**config.mk**
```make
export PLATFORM = sky130hd
export DESIGN_NAME = acc_mac_ctrl
export DESIGN_NICKNAME = d
export VERILOG_FILES = /design/src/rtl/acc_mac_ctrl.sv
export SDC_FILE = /design/constraint.sdc
export NUM_CORES = 2
export LEC_CHECK = 0
export CORE_MARGIN = 2
export CORE_UTILIZATION = 38
export DETAILED_ROUTE_END_ITERATION = 10
export HOLD_SLACK_MARGIN = 0.15
export PLACE_DENSITY_LB_ADDON = 0.1
export SLEW_MARGIN = 40
export SYNTH_ARGS = -nofsm -noshare
export SYNTH_HDL_FRONTEND = slang
export SYNTH_SLANG_ARGS = --single-unit
```
**constraint.sdc**
```tcl
create_clock -name clk -period 10.3 [get_ports clk]
set_clock_uncertainty 0.05 [all_clocks]
set_input_delay 2.06 -clock clk [delete_from_list [all_inputs] [get_ports clk]]
set_output_delay 2.06 -clock clk [all_outputs]
set_load 0.005 [all_outputs]
```
**src/rtl/acc_mac_ctrl.sv**
```systemverilog
// Bus-mapped 16-tap signed MAC engine: IDLE -> RUN (one MAC per cycle) -> DONE, result saturated to 16 bits.
// Read data is registered (1-cycle latency); buffer/LEN writes are accepted only in IDLE; no backpressure.
module acc_mac_ctrl (
  input  logic        clk,
  input  logic        rst,
  input  logic        iACC_en,
  output logic        oACC_done,
  input  logic        iBusWrite,
  input  logic        iBusRead,
  input  logic [7:0]  iBusAddr,
  input  logic [15:0] iBusWData,
  output logic [15:0] oBusRData,
  output logic        oBusy
);

  typedef enum logic [1:0] {IDLE = 2'd0, RUN = 2'd1, DONE = 2'd2} state_t;

  state_t             state, nextState;
  logic signed [15:0] aBuf [16];
  logic signed [15:0] wBuf [16];
  logic [4:0]         lenReg, runCnt, lenWr;
  logic [3:0]         idx;
  logic signed [31:0] acc, prod, accNext;
  logic [15:0]        result, satVal, rdMux;
  logic               satFlag, satNext, prevEn, armed;
  logic               start, macEn, finish, wrIdle;

  assign oACC_done = (state == DONE);
  assign oBusy     = (state == RUN);
  assign wrIdle    = iBusWrite && (state == IDLE);
  assign lenWr     = (iBusWData[4:0] > 5'd16) ? 5'd16 : iBusWData[4:0];

  // armed blocks a start until iACC_en has been seen low at least once since reset
  always_comb begin
    start   = (state == IDLE) && iACC_en && !prevEn && armed;
    macEn   = (state == RUN) && iACC_en && (runCnt != 5'd0);
    finish  = (state == RUN) && iACC_en && (runCnt <= 5'd1);
    prod    = 32'(aBuf[idx]) * 32'(wBuf[idx]);
    accNext = macEn ? (acc + prod) : acc;
    satVal  = accNext[15:0];
    satNext = 1'b0;
    if (accNext > 32'sd32767) begin
      satVal  = 16'h7FFF;
      satNext = 1'b1;
    end else if (accNext < -32'sd32768) begin
      satVal  = 16'h8000;
      satNext = 1'b1;
    end
  end

  always_comb begin
    nextState = state;
    case (state)
      IDLE:    if (start) nextState = RUN;
      RUN: begin
        if (!iACC_en)                nextState = IDLE;
        else if (runCnt <= 5'd1)     nextState = DONE;
      end
      DONE:    if (!iACC_en) nextState = IDLE;
      default: nextState = IDLE;
    endcase
  end

  always_comb begin
    rdMux = 16'h0000;
    if (iBusAddr[7:4] == 4'h0) begin
      rdMux = aBuf[iBusAddr[3:0]];
    end else if (iBusAddr[7:4] == 4'h1) begin
      rdMux = wBuf[iBusAddr[3:0]];
    end else begin
      case (iBusAddr)
        8'h20:   rdMux = {11'd0, lenReg};
        8'h21:   rdMux = result;
        8'h22:   rdMux = {13'd0, satFlag, oBusy, oACC_done};
        default: rdMux = 16'h0000;
      endcase
    end
  end

  always_ff @(posedge clk or posedge rst) begin
    if (rst) begin
      state     <= IDLE;
      prevEn    <= 1'b0;
      armed     <= 1'b0;
      acc       <= '0;
      idx       <= '0;
      runCnt    <= '0;
      result    <= '0;
      satFlag   <= 1'b0;
      lenReg    <= '0;
      oBusRData <= '0;
    end else begin
      state  <= nextState;
      prevEn <= iACC_en;
      armed  <= armed | !iACC_en;
      if (start) begin
        acc     <= '0;
        idx     <= '0;
        satFlag <= 1'b0;
        runCnt  <= lenReg;
      end else if (macEn) begin
        acc    <= accNext;
        idx    <= idx + 4'd1;
        runCnt <= runCnt - 5'd1;
      end
      if (finish) begin
        result  <= satVal;
        satFlag <= satNext;
      end
      if (wrIdle && (iBusAddr == 8'h20)) lenReg <= lenWr;
      // rdMux sees pre-write contents, so a same-cycle write+read returns old data
      if (iBusRead) oBusRData <= rdMux;
    end
  end

  always_ff @(posedge clk) begin
    if (wrIdle && (iBusAddr[7:5] == 3'b000)) begin
      if (iBusAddr[4]) wBuf[iBusAddr[3:0]] <= iBusWData;
      else             aBuf[iBusAddr[3:0]] <= iBusWData;
    end
  end

endmodule

```
# After elaboration in Yosys (flattened, before gate mapping)
# Memories as Yosys holds them, arrays and structs flattened.
# Cells that the tools add are included.
# totals
reg_bits,83
inputBits,29
ramBits,512
word_cells,76
output_inout_bits,18
n_memories,2
# mem_list
memory,depth,width,rd,rd_ports_with_merged_regs,write_ports,line_no,source
aBuf,16,16,2,0,1,19,logic signed [15:0] aBuf [16];
wBuf,16,16,2,0,1,20,logic signed [15:0] wBuf [16];
# classes
bitwise,1
n_eq_ne,9
reduce_logical,18
n_lt_le_gt_ge,4
n_addsub,3
n_mul,1
mux,28
# op_table
cell,count
32-bit two-way mux,3
16-bit two-way mux,4
16-bit one-hot mux with 3 select lines,1
32-bit adder,1
32-bit by 16-bit > comparator with 1-bit output (second input constant),1
32-bit by 16-bit less-than comparator with 1-bit output (second input constant),1
16-bit by 16-bit multiplier with 32-bit output,1
8-bit by 6-bit == test with 1-bit output (second input constant),3
5-bit two-way mux,3
1-bit two-way mux,10
1-bit logical AND,9
2-bit two-way mux,4
4-bit two-way mux,2
2-bit one-hot mux with 3 select lines,1
5-bit > comparator (second input constant),1
5-bit by 1-bit <= comparator with 1-bit output (second input constant),1
5-bit nonzero test,1
5-bit by 1-bit subtractor with 5-bit output (second input constant),1
4-bit by 1-bit adder with 4-bit output (second input constant),1
4-bit by 1-bit == test with 1-bit output (second input constant),1
4-bit logical NOT,1
2-bit inequality test (second input constant),2
2-bit nonzero test,2
3-bit logical NOT,1
7 further kinds,8

# Logic depth before layout (Yosys ltp)
# depth
depth_word,8
mapped_depth,36
depth_no_buf,28

# Worst setup path before layout
# No wires, ideal clock.
# synth_timing
path_type,register to register
startpoint,register idx[0]
endpoint,register result[10]
path_buffers,7
required_time_ns,10.146
synth_period_minus_slack_ns,9.807
arrival_ns,9.654
path_slack_ns,0.493
stages_incl_launch_ff,34
setup_ns,0.104
cell_sequence,dfrtp_1 > clkbuf_1 > buf_2 > buf_1 > buf_1 > mux4_2 > mux2i_1 > nand2_1 > o21ai_1 > clkbuf_1 > nor2_1 > fa_1 > fa_1 > inv_1 > fa_1 > inv_1 > fa_1 > fa_1 > inv_1 > fa_1 > inv_1 > ha_1 > buf_6 > a21o_1 > a221o_1 > a221o_1 > and3_1 > o31a_1 > o31ai_2 > nand4_1 > or4_1 > clkbuf_1 > or4_1 > o311ai_1
# synth_between
elab_chain_cells,7
elab_cells_between_ends,9
classes_between,add/sub (1); mul (1); order compare (2); mux (3); memory (2)
# synth_lines
item,line_no,source
from (decl),22,logic [3:0] idx;
from (signal assigned),103,idx <= idx + 4'd1;
memory 16 x 16 bit (on tied branches),n/a,
16-bit by 16-bit multiplier with 32-bit output (*),38,prod = 32'(aBuf[idx]) * 32'(wBuf[idx]);
32-bit adder (*),39,accNext = macEn ? (acc + prod) : acc;
32-bit two-way mux (*),39,
32-bit by 16-bit less-than comparator with 1-bit output,45,end else if (accNext < -32'sd32768) begin
16-bit two-way mux,45,
16-bit two-way mux (*),42,if (accNext > 32'sd32767) begin
to (signal assigned),107,result <= satVal;
to (decl),24,"logic [15:0] result, satVal, rdMux;"
# Every way passes the cells marked *; elsewhere a longest branch is shown, timed or not.
# A chain may end at the register's enable or synchronous reset.

# Worst setup path in the final report
# Same ends and word-level chain as after synthesis.

==> flow_summary.toml <==
[layout]
drive_above_1_share_pct = 20.9
final_core_util_pct = 43.7
area_growth_pct = 13.5
nets = 3292

[grt]
track_usage_pct = 22.9
grt_pass1_vias = 25600
grt_max_degree = 78
grt_overflow = 0
grt_pass1_wl_um = 173000
antenna_found_initial = 1

[floorplanning]
die_w_um = 323
die_y_um = 323
die-area_um2 = 104000
core_um2 = 100000
initial_core_util_pct = 38.5
boundaryPins = 47
std_cell_rows = 116

[drt]
finalWirelength_um = 116000
vias = 23700
firstDrtPassIters = 5
first_iter_violations = 2099
viasPerCell = 5.54
ant_nets = 0
remaining_drc_errors = 0
wl_per_cell_um = 27.1

[synth]
synth_flop_cell = "edfxtp_1"
syn_nets = 3203
syn_inst = 2780
synth_edf_count = 512
netlist_area_um2 = 38600
synth.distinct_cells = 74
async_flop_share_pct = 13.9
ys_seq_elements = 595
avgSynthCellArea_um2 = 13.9
yosysSeqAreaShare_pct = 45.2
ys_warn_count = 0

[cts]
cts_setup_buffers = 0
clkTransAtPathRegs_ns = 0.06
cts_hold_buf = 0
clock-sinks = 595
cts_tree = "built"
cts_max_level = 3
numCtsBuffers = 71
cts_root_buffer = "clkbuf_16"
clk_latency_ns = 0.67
clock_path_buffers = 3

[status]
outcome = "completed"

[sta]
finalCriticalPeriod_ns = 9.81
hold_viol = 0
max_freq_ghz = 0.102
setup_tns_ns = 0
rsz0062_at_grt = "no"
slew_headroom_pct = 43.4
maxSlewViolCount = 0
post-route-period-util_pct = 95.2
setup_viol = 0
tightest_slew_ns = 0.848
holdWs_ns = 0.455

[min_path]
hp-class = "register to register"
min_from = "oBusRData[0]"
holdPathStages = 1
holdPathEnd = "oBusRData[0]"

[placed_design]
port_buffers = 46
gp_congestion = 0.877
hpwl_um = 81100

[worst_setup_path]
required_ns = 10.79
crit_fanout = 23
end_kind = "register"
r2r-start = "idx[0]"
crit_top_cell = "fa_1"
reg2reg_to = "result[10]"
rr_worst_depth = 29
cp-start-kind = "register"
rrSetupSlack_ns = 0.49
slowest_delay_ns = 0.68
arrival_ns = 10.30
cp_slowest_cell = "dfrtp_4"
crit_type = "register to register"

[flow_run]
cap_violations = 0
==> layout by cell type (no fill, tap or decap), types with 27 or more instances in the layout <==
cell             synthesis  final
nand2_1                172    172
fa_1                   292    292
ha_1                   102    102
dfrtp_1                 83     79
nor2_1                 271    247
mux4_2                 296    296
clkbuf_16                0     71
o21ai_0                 63     55
a21oi_1                 59     59
clkdlybuf4s50_1          0     30
nand2b_1                27     27
edfxtp_1               512    512
inv_1                  381    380
buf_4                    0     93
mux2i_1                 46     46
==> through the flow <==
step	setup slack, ns	instances	cell area [µm²]
2_1_floorplan	0.493	2780	38600
3_3_place_gp	0.626	4142	41300
3_5_place_dp	0.479	4150	41400
4_1_cts	0.440	4277	43800
5_1_grt	0.0499	4280	43900
6_report	0.490	4281	43900
==> cell families after synthesis <==
logic type / Yosys count / synth area share (%)
xor gates and xnor gates: 33 / 0.748
buffers and inverters: 521 / 5.11
AOI/OAI and AO/OA: 266 / 4.48
muxes: 368 / 19.2
DFF: 595 / 45.2
adders and majority gates: 394 / 18.4
and+or+nand+nor: 603 / 6.88
==> timing repair <==
action | CTS | global route
gates resized for setup | 0 | 1
endpoints found under the hold margin | 0 | 0
setup endpoints to repair | 0 | 4
==> registers in the layout, indices dropped and copies added, names as in the netlist <==
register / cells
aBuf: 256
acc: 32
armed: 1
idx: 4
lenReg: 5
oBusRData: 16
prevEn: 1
result: 16
runCnt: 5
satFlag: 1
state: 2
wBuf: 256
==> metal layers <==
| layer | global-route usage [%] | part of all wire [%] | vias up |
|---|---|---|---|
| li1 | - | - | 10200 |
| met2 | 38.6 | 50 | 707 |
| met5 | 0 | 0.014 | - |
| met4 | 7.61 | 3.3 | 2 |
| met3 | 3.22 | 5.0 | 171 |
| met1 | 30.6 | 42 | 12700 |
==> how the worst max path moves through the flow <==
stage,startpoint,to,slack (ns),cells past startpoint
after global routing,idx[0],result[8],0.05,29
after detailed placement,idx[0],result[12],0.48,29
after global placement,idx[0],result[10],0.63,29
final,idx[0],result[10],0.49,29
after CTS,idx[0],result[10],0.44,29
after floorplan,idx[0],result[10],0.49,33
==> synth_stat cells, drive strengths merged, types with 11 or more instances <==
cell type / n / area share, %
edfxtp: 512 / 40
a21oi: 59 / 0.76
nand2: 172 / 1.7
buf: 41 / 0.45
inv: 381 / 3.7
dfrtp: 83 / 5.4
o21a: 18 / 0.35
and3: 11 / 0.18
nor3: 16 / 0.21
mux2: 26 / 0.76
fa: 292 / 15
nor2: 271 / 2.6
nand3: 19 / 0.25
o21ai: 81 / 1.0
clkbuf: 99 / 0.96
ha: 102 / 3.3
and2: 18 / 0.29
or3: 16 / 0.26
mux4: 296 / 17
xnor2: 24 / 0.54
mux2i: 46 / 1.2
nand2b: 27 / 0.44
a21o: 14 / 0.27
==> worst max-delay path, delay by kind of cell, from the launching register on <==
family | cells | cell delay (ns)
fa+ha+maj | 7 | 3.07
mux | 2 | 0.84
simple gates | 7 | 2.05
flops | 1 | 0.68
buf+inv | 8 | 1.30
compound gates | 5 | 1.60
==> final cells by class <==
class	instances	area, µm²
timing repair buffer	156	1450
clock inverter	42	537
multi-input combinational	1664	19400
fill	9126	56600
clock buffer	85	1850
inverter	381	1430
sequential	595	17500
antenna	1	2.50
tap	1357	1700
Power is left out: the tool's default activity adds up to more than one toggle a clock period on the data nets, which glitch-free logic cannot reach.
